**config.mk**
```make
export PLATFORM = sky130hd
export DESIGN_NAME = dtu_bpss_req_split
export DESIGN_NICKNAME = d
export VERILOG_FILES = /design/src/rtl/dtu_bpss_req_split.sv
export SDC_FILE = /design/constraint.sdc
export NUM_CORES = 1
export LEC_CHECK = 0
export ABC_AREA = 1
export CELL_PAD_IN_SITES_DETAIL_PLACEMENT = 0
export CELL_PAD_IN_SITES_GLOBAL_PLACEMENT = 1
export CORE_MARGIN = 2
export CORE_UTILIZATION = 37
export DETAILED_ROUTE_END_ITERATION = 7
export GPL_ROUTABILITY_DRIVEN = 0
export PLACE_DENSITY = 0.93
export REMOVE_ABC_BUFFERS = 1
export SYNTH_ARGS = -nofsm -noshare
export SYNTH_HDL_FRONTEND = slang
export SYNTH_SLANG_ARGS = --single-unit
```
**constraint.sdc**
```tcl
create_clock -name aclk -period 9.3 [get_ports aclk]
set_input_delay 0.93 -clock aclk [delete_from_list [all_inputs] [get_ports aclk]]
set_output_delay 0.93 -clock aclk [all_outputs]
set_load 0.02 [all_outputs]
```
**src/rtl/dtu_bpss_req_split.sv**
```systemverilog
// Splits one bypass descriptor into chunks that never cross a 2^BOUND_BITS-byte
// virtual-address boundary, emitting one chunk per downstream handshake.
module dtu_bpss_req_split #(
  parameter int VADDR_BITS = 48,
  parameter int LEN_BITS   = 28,
  parameter int PID_BITS   = 6,
  parameter int BOUND_BITS = 12
) (
  input  logic                  aclk,
  input  logic                  areset,
  input  logic                  s_req_valid,
  output logic                  s_req_ready,
  input  logic [VADDR_BITS-1:0] s_req_vaddr,
  input  logic [LEN_BITS-1:0]   s_req_len,
  input  logic [PID_BITS-1:0]   s_req_pid,
  input  logic                  s_req_last,
  output logic                  m_req_valid,
  input  logic                  m_req_ready,
  output logic [VADDR_BITS-1:0] m_req_vaddr,
  output logic [LEN_BITS-1:0]   m_req_len,
  output logic [PID_BITS-1:0]   m_req_pid,
  output logic                  m_req_first,
  output logic                  m_req_last,
  output logic                  busy,
  output logic [31:0]           chunk_cnt
);

  typedef enum logic {IDLE, SPLIT} state_t;

  state_t                state, state_nxt;
  logic [VADDR_BITS-1:0] cur_addr;
  logic [LEN_BITS-1:0]   rem_len;
  logic [PID_BITS-1:0]   pid_q;
  logic                  last_q;
  logic                  first_q;

  logic [BOUND_BITS:0]   room;
  logic [LEN_BITS-1:0]   room_ext;
  logic [LEN_BITS-1:0]   chunk;
  logic                  is_final;
  logic                  active;
  logic                  s_hs;
  logic                  m_hs;

  function automatic logic [LEN_BITS-1:0] min_len(input logic [LEN_BITS-1:0] a,
                                                  input logic [LEN_BITS-1:0] b);
    return (a <= b) ? a : b;
  endfunction

  // Bytes left before the next boundary; only the low address bits matter,
  // so a descriptor running past the top of the address space splits at the wrap.
  assign room     = {1'b1, {BOUND_BITS{1'b0}}} - {1'b0, cur_addr[BOUND_BITS-1:0]};
  assign room_ext = {{(LEN_BITS-BOUND_BITS-1){1'b0}}, room};
  assign chunk    = min_len(rem_len, room_ext);
  assign is_final = (rem_len <= room_ext);

  assign active      = (state == SPLIT) && !areset;
  assign s_req_ready = (state == IDLE) && !areset;
  assign s_hs        = s_req_valid && s_req_ready;
  assign m_hs        = m_req_valid && m_req_ready;

  assign m_req_valid = active;
  assign m_req_vaddr = active ? cur_addr : '0;
  assign m_req_len   = active ? chunk : '0;
  assign m_req_pid   = active ? pid_q : '0;
  assign m_req_first = active && first_q;
  assign m_req_last  = active && is_final && last_q;
  assign busy        = (state == SPLIT);

  always_comb begin
    state_nxt = state;
    case (state)
      IDLE:    if (s_hs) state_nxt = SPLIT;
      SPLIT:   if (m_hs && is_final) state_nxt = IDLE;
      default: state_nxt = IDLE;
    endcase
  end

  always_ff @(posedge aclk) begin
    if (areset) begin
      state     <= IDLE;
      chunk_cnt <= '0;
    end else begin
      state <= state_nxt;
      if (m_hs) chunk_cnt <= chunk_cnt + 32'd1;
    end
  end

  // Descriptor registers carry no reset: every output they feed is gated by state.
  always_ff @(posedge aclk) begin
    if (s_hs) begin
      cur_addr <= s_req_vaddr;
      rem_len  <= s_req_len;
      pid_q    <= s_req_pid;
      last_q   <= s_req_last;
      first_q  <= 1'b1;
    end else if (m_hs && !is_final) begin
      cur_addr <= cur_addr + {{(VADDR_BITS-LEN_BITS){1'b0}}, chunk};
      rem_len  <= rem_len - chunk;
      first_q  <= 1'b0;
    end
  end

endmodule
```
==> run summary <==
=====================================================================================
Footprint of the multi-input gates .....................................  0.00632 mm²
Average wire per cell in the routed design .............................      14.5 µm
Average vias per placed instance .......................................         4.89
Resized cells post-CTS .................................................            0
Slack of the worst reg-to-reg path .....................................      3.82 ns
RR Startpoint ..........................................................  cur_addr[0]
Most area-consuming cells after synthesis .............................. edfxtp_1 (23%), nand2_1 (20%), inv_1 (9.0%)
Final setup viols ......................................................            0
Seq cells post-synth ...................................................          117
Post-route design area .................................................   0.0134 mm²
Relative slew slack ....................................................        34.1%
DRT antenna net count ..................................................            0
Pwr per Cell Area ......................................................   166 mW/mm²
Final critical path time including I/O delays and setup ................      5.48 ns
Worst path max stage delay .............................................      0.42 ns
EDFF count, synth ......................................................           83
Critical path peak fanout ..............................................           17
Clock tree from TritonCTS ..............................................         done
Sort of element at the end of the critical path ........................         flop
Die Footprint ..........................................................   0.0300 mm²
Distinct cells, synth ..................................................           44
Hold endpoint ..........................................................      first_q
Peak supply drop .......................................................    0.0798 mV
Data arrival time at the worst-slack endpoint ..........................      5.67 ns
Area Growth Syn to Fin .................................................        26.6%
Placeable core area ....................................................   0.0280 mm²
Number of nets in the layout ...........................................         2012
Area leader, netlist ...................................................     edfxtp_1
Worst-Skew Late Latency ................................................      0.44 ns
Transition time at the pin with the least slew margin ..................     0.989 ns
Worst Hold Class .......................................................   reg -> reg
Overall die height .....................................................       173 µm
Worst Hold Path Cells ..................................................            2
Pin count of the biggest net entering global routing ...................           94
Worst Clk Skew .........................................................    0.0142 ns
Fmax ...................................................................      182 MHz
Share of flip-flops with an asynchronous set or reset ..................           0%
Most common cell type on the critical path .............................      nand2_1
Share of post-route cells with drive strength above 1 ..................        5.53%
Avg Inst Size Synth ....................................................     6.35 µm²
Cell chosen for the clock root .........................................    clkbuf_16
Total negative slack for setup checks ..................................         0 ns
Die outline width ......................................................       173 µm
Slowest stage cell on the critical path ................................     edfxtp_1
Commonest cells in the synthesized netlist ............................. nand2_1 (578), inv_1 (254), nor2_1 (181)
First-pass GRT wire length .............................................      52.7 mm
N_diodes ...............................................................            0
R2r endpoint ........................................................... cur_addr[38]
Number of cells on the worst reg-to-reg path ...........................           29
Fill cells .............................................................         2898
Count of buffers added by post-CTS timing repair for setup .............            0
Share of Yosys cell area claimed by the top area cell type .............        23.5%
Via count of the first global-routing pass .............................        10500
Number of vias in the routed layout ....................................        11100
Total Wirelength .......................................................      32.7 mm
Most frequent cell after synthesis .....................................      nand2_1
CTS max path bufs ......................................................            2
CTS sink count .........................................................          117
Number of antenna violations at the first check in global routing ......            4
Clock transition at the registers of the reported paths ................      0.07 ns
# port buffers .........................................................          190
GRT Resource Usage Total ...............................................        21.6%
Startpoint kind of the worst setup timing path .........................         flop
Top flip-flop cell by instance count after synthesis ...................     edfxtp_1
Effective utilization at floorplan .....................................        37.9%
Half-perimeter wire length after detailed placement ....................      25.2 mm
Count of routing violations after the opening detailed-route iteration .          712
Top-Level Pins .........................................................          206
DRC violation count after routing ......................................            0
Syn. warnings ..........................................................            0
Cell area after synthesis ..............................................   0.0106 mm²
Critical path class ....................................................   reg -> reg
Final Hold Viols .......................................................            0
Global route total overflow ............................................            0
DRT Pass-1 Iters .......................................................            5
Post-synthesis sequential area ratio ...................................        29.9%
Number of max-cap violations ...........................................            0
P_leak .................................................................      6.23 nW
Share of the clock period used by the worst path after layout ..........        59.0%
Register area ..........................................................  0.00317 mm²
Depth of the CTS H-tree ................................................            4
CTS Buf Count ..........................................................           17
Fin. max-slew vios .....................................................            0
Standard-cell rows .....................................................           61
Hold-fix buffers, CTS ..................................................            0
Unrepaired setup endpoints after global routing ........................           no
Dpl cell area ..........................................................   0.0129 mm²
Hold Path Origin .......................................................      first_q
Number of instances in the synthesized netlist .........................         1670
Required time worst endpoint ...........................................      9.49 ns
Status .................................................................    completed
=====================================================================================
-- layout make-up --
| type | instances | share of cell area, % |
|---|---|---|
| clock buffers | 23 | 3.72 |
| clock inverters | 9 | 0.457 |
| inverters | 257 | 7.18 |
| multi-input cells | 1279 | 47.0 |
| flip-flops and latches | 117 | 23.6 |
| well taps | 378 | 3.52 |
| repair buffers | 195 | 14.4 |
-- cells by family (layout without fill, tap and decap cells) --
family	count (synthesis)	in the layout	synth area share [%]
adders and majority gates	58	58	6.98
and+or+nand+nor	1036	1036	42.5
AOI/OAI and AO/OA	126	126	6.51
other	1	30	0.0354
DFF	117	117	29.9
xor gates and xnor gates	29	29	2.39
buffers and inverters	303	484	11.7
-- state kept, by name, indices dropped and copies added, names as in the netlist --
signal,cells
busy,1
cur_addr,48
first_q,1
last_q,1
chunk_cnt,32
pid_q,6
rem_len,28
-- critical path: cells and delay by family (launching register included) --
family | cells | cell delay [ns]
compound gates | 1 | 0.16
fa+ha+maj | 4 | 1.17
buf+inv | 2 | 0.22
flops | 1 | 0.42
simple gates | 22 | 3.21
-- worst max path at each step --
stage / start / to / slack, ns / depth (start not counted)
2_1_floorplan: cur_addr[1] / cur_addr[0] / 0.83 / 16
4_1_cts: cur_addr[0] / cur_addr[38] / 3.90 / 29
3_5_place_dp: cur_addr[0] / cur_addr[38] / 3.98 / 29
3_3_place_gp: cur_addr[0] / cur_addr[22] / 4.20 / 28
5_1_grt: cur_addr[1] / cur_addr[38] / 3.36 / 29
6_report: cur_addr[0] / cur_addr[38] / 3.82 / 29
-- cell usage in the layout, fill, tap and decap left out, types with 6 or more instances in the layout --
cell             count
a21oi_1             60
xor2_1              14
clkbuf_16           18
nand3_2              6
nand3b_1            14
nor2_2              10
o21ai_0             37
ha_1                56
o21a_1               7
edfxtp_1            83
dfxtp_1             34
or2_2               18
xnor2_1             15
nand2_1            577
nor2_1             181
nand2_2             19
nor3_1              33
nor4_1               7
nand4_1             34
a31oi_1              8
conb_1              30
clkdlybuf4s50_1    190
inv_1              254
nand3_1            119
-- per-layer routing --
layer	wire (µm)	track usage [%]	vias up
li1	-	-	5662
met1	14900	28.3	4997
met2	14400	34.3	346
met3	2650	6.07	43
met4	670	7.06	2
met5	13	0	-
-- power breakdown --
part	leakage (nW)	internal, mW	switching [mW]
logic	4.90	0.332	0.563
registers	1.05	0.641	0.0445
clock network	0.285	0.380	0.270
total	6.23	1.35	0.878
-- through the flow --
| stage | std cells | setup slack [ns] | power (mW) | util [%] | hold slack (ns) |
|---|---|---|---|---|---|
| 4_1_cts | 2258 | 3.90 | 2.23 | 47.9 | 0.493 |
| 3_5_place_dp | 2226 | 3.98 | 1.57 | 45.9 | 0.468 |
| 6_report | 2258 | 3.82 | 2.23 | 47.9 | 0.485 |
| 2_1_floorplan | 1653 | 0.835 | 1.32 | - | 0.436 |
| 5_1_grt | 2258 | 3.36 | 2.38 | 47.9 | 0.519 |
| 3_3_place_gp | 2226 | 4.20 | 1.56 | 45.9 | 0.448 |
Power figures use the tool's default switching activity.
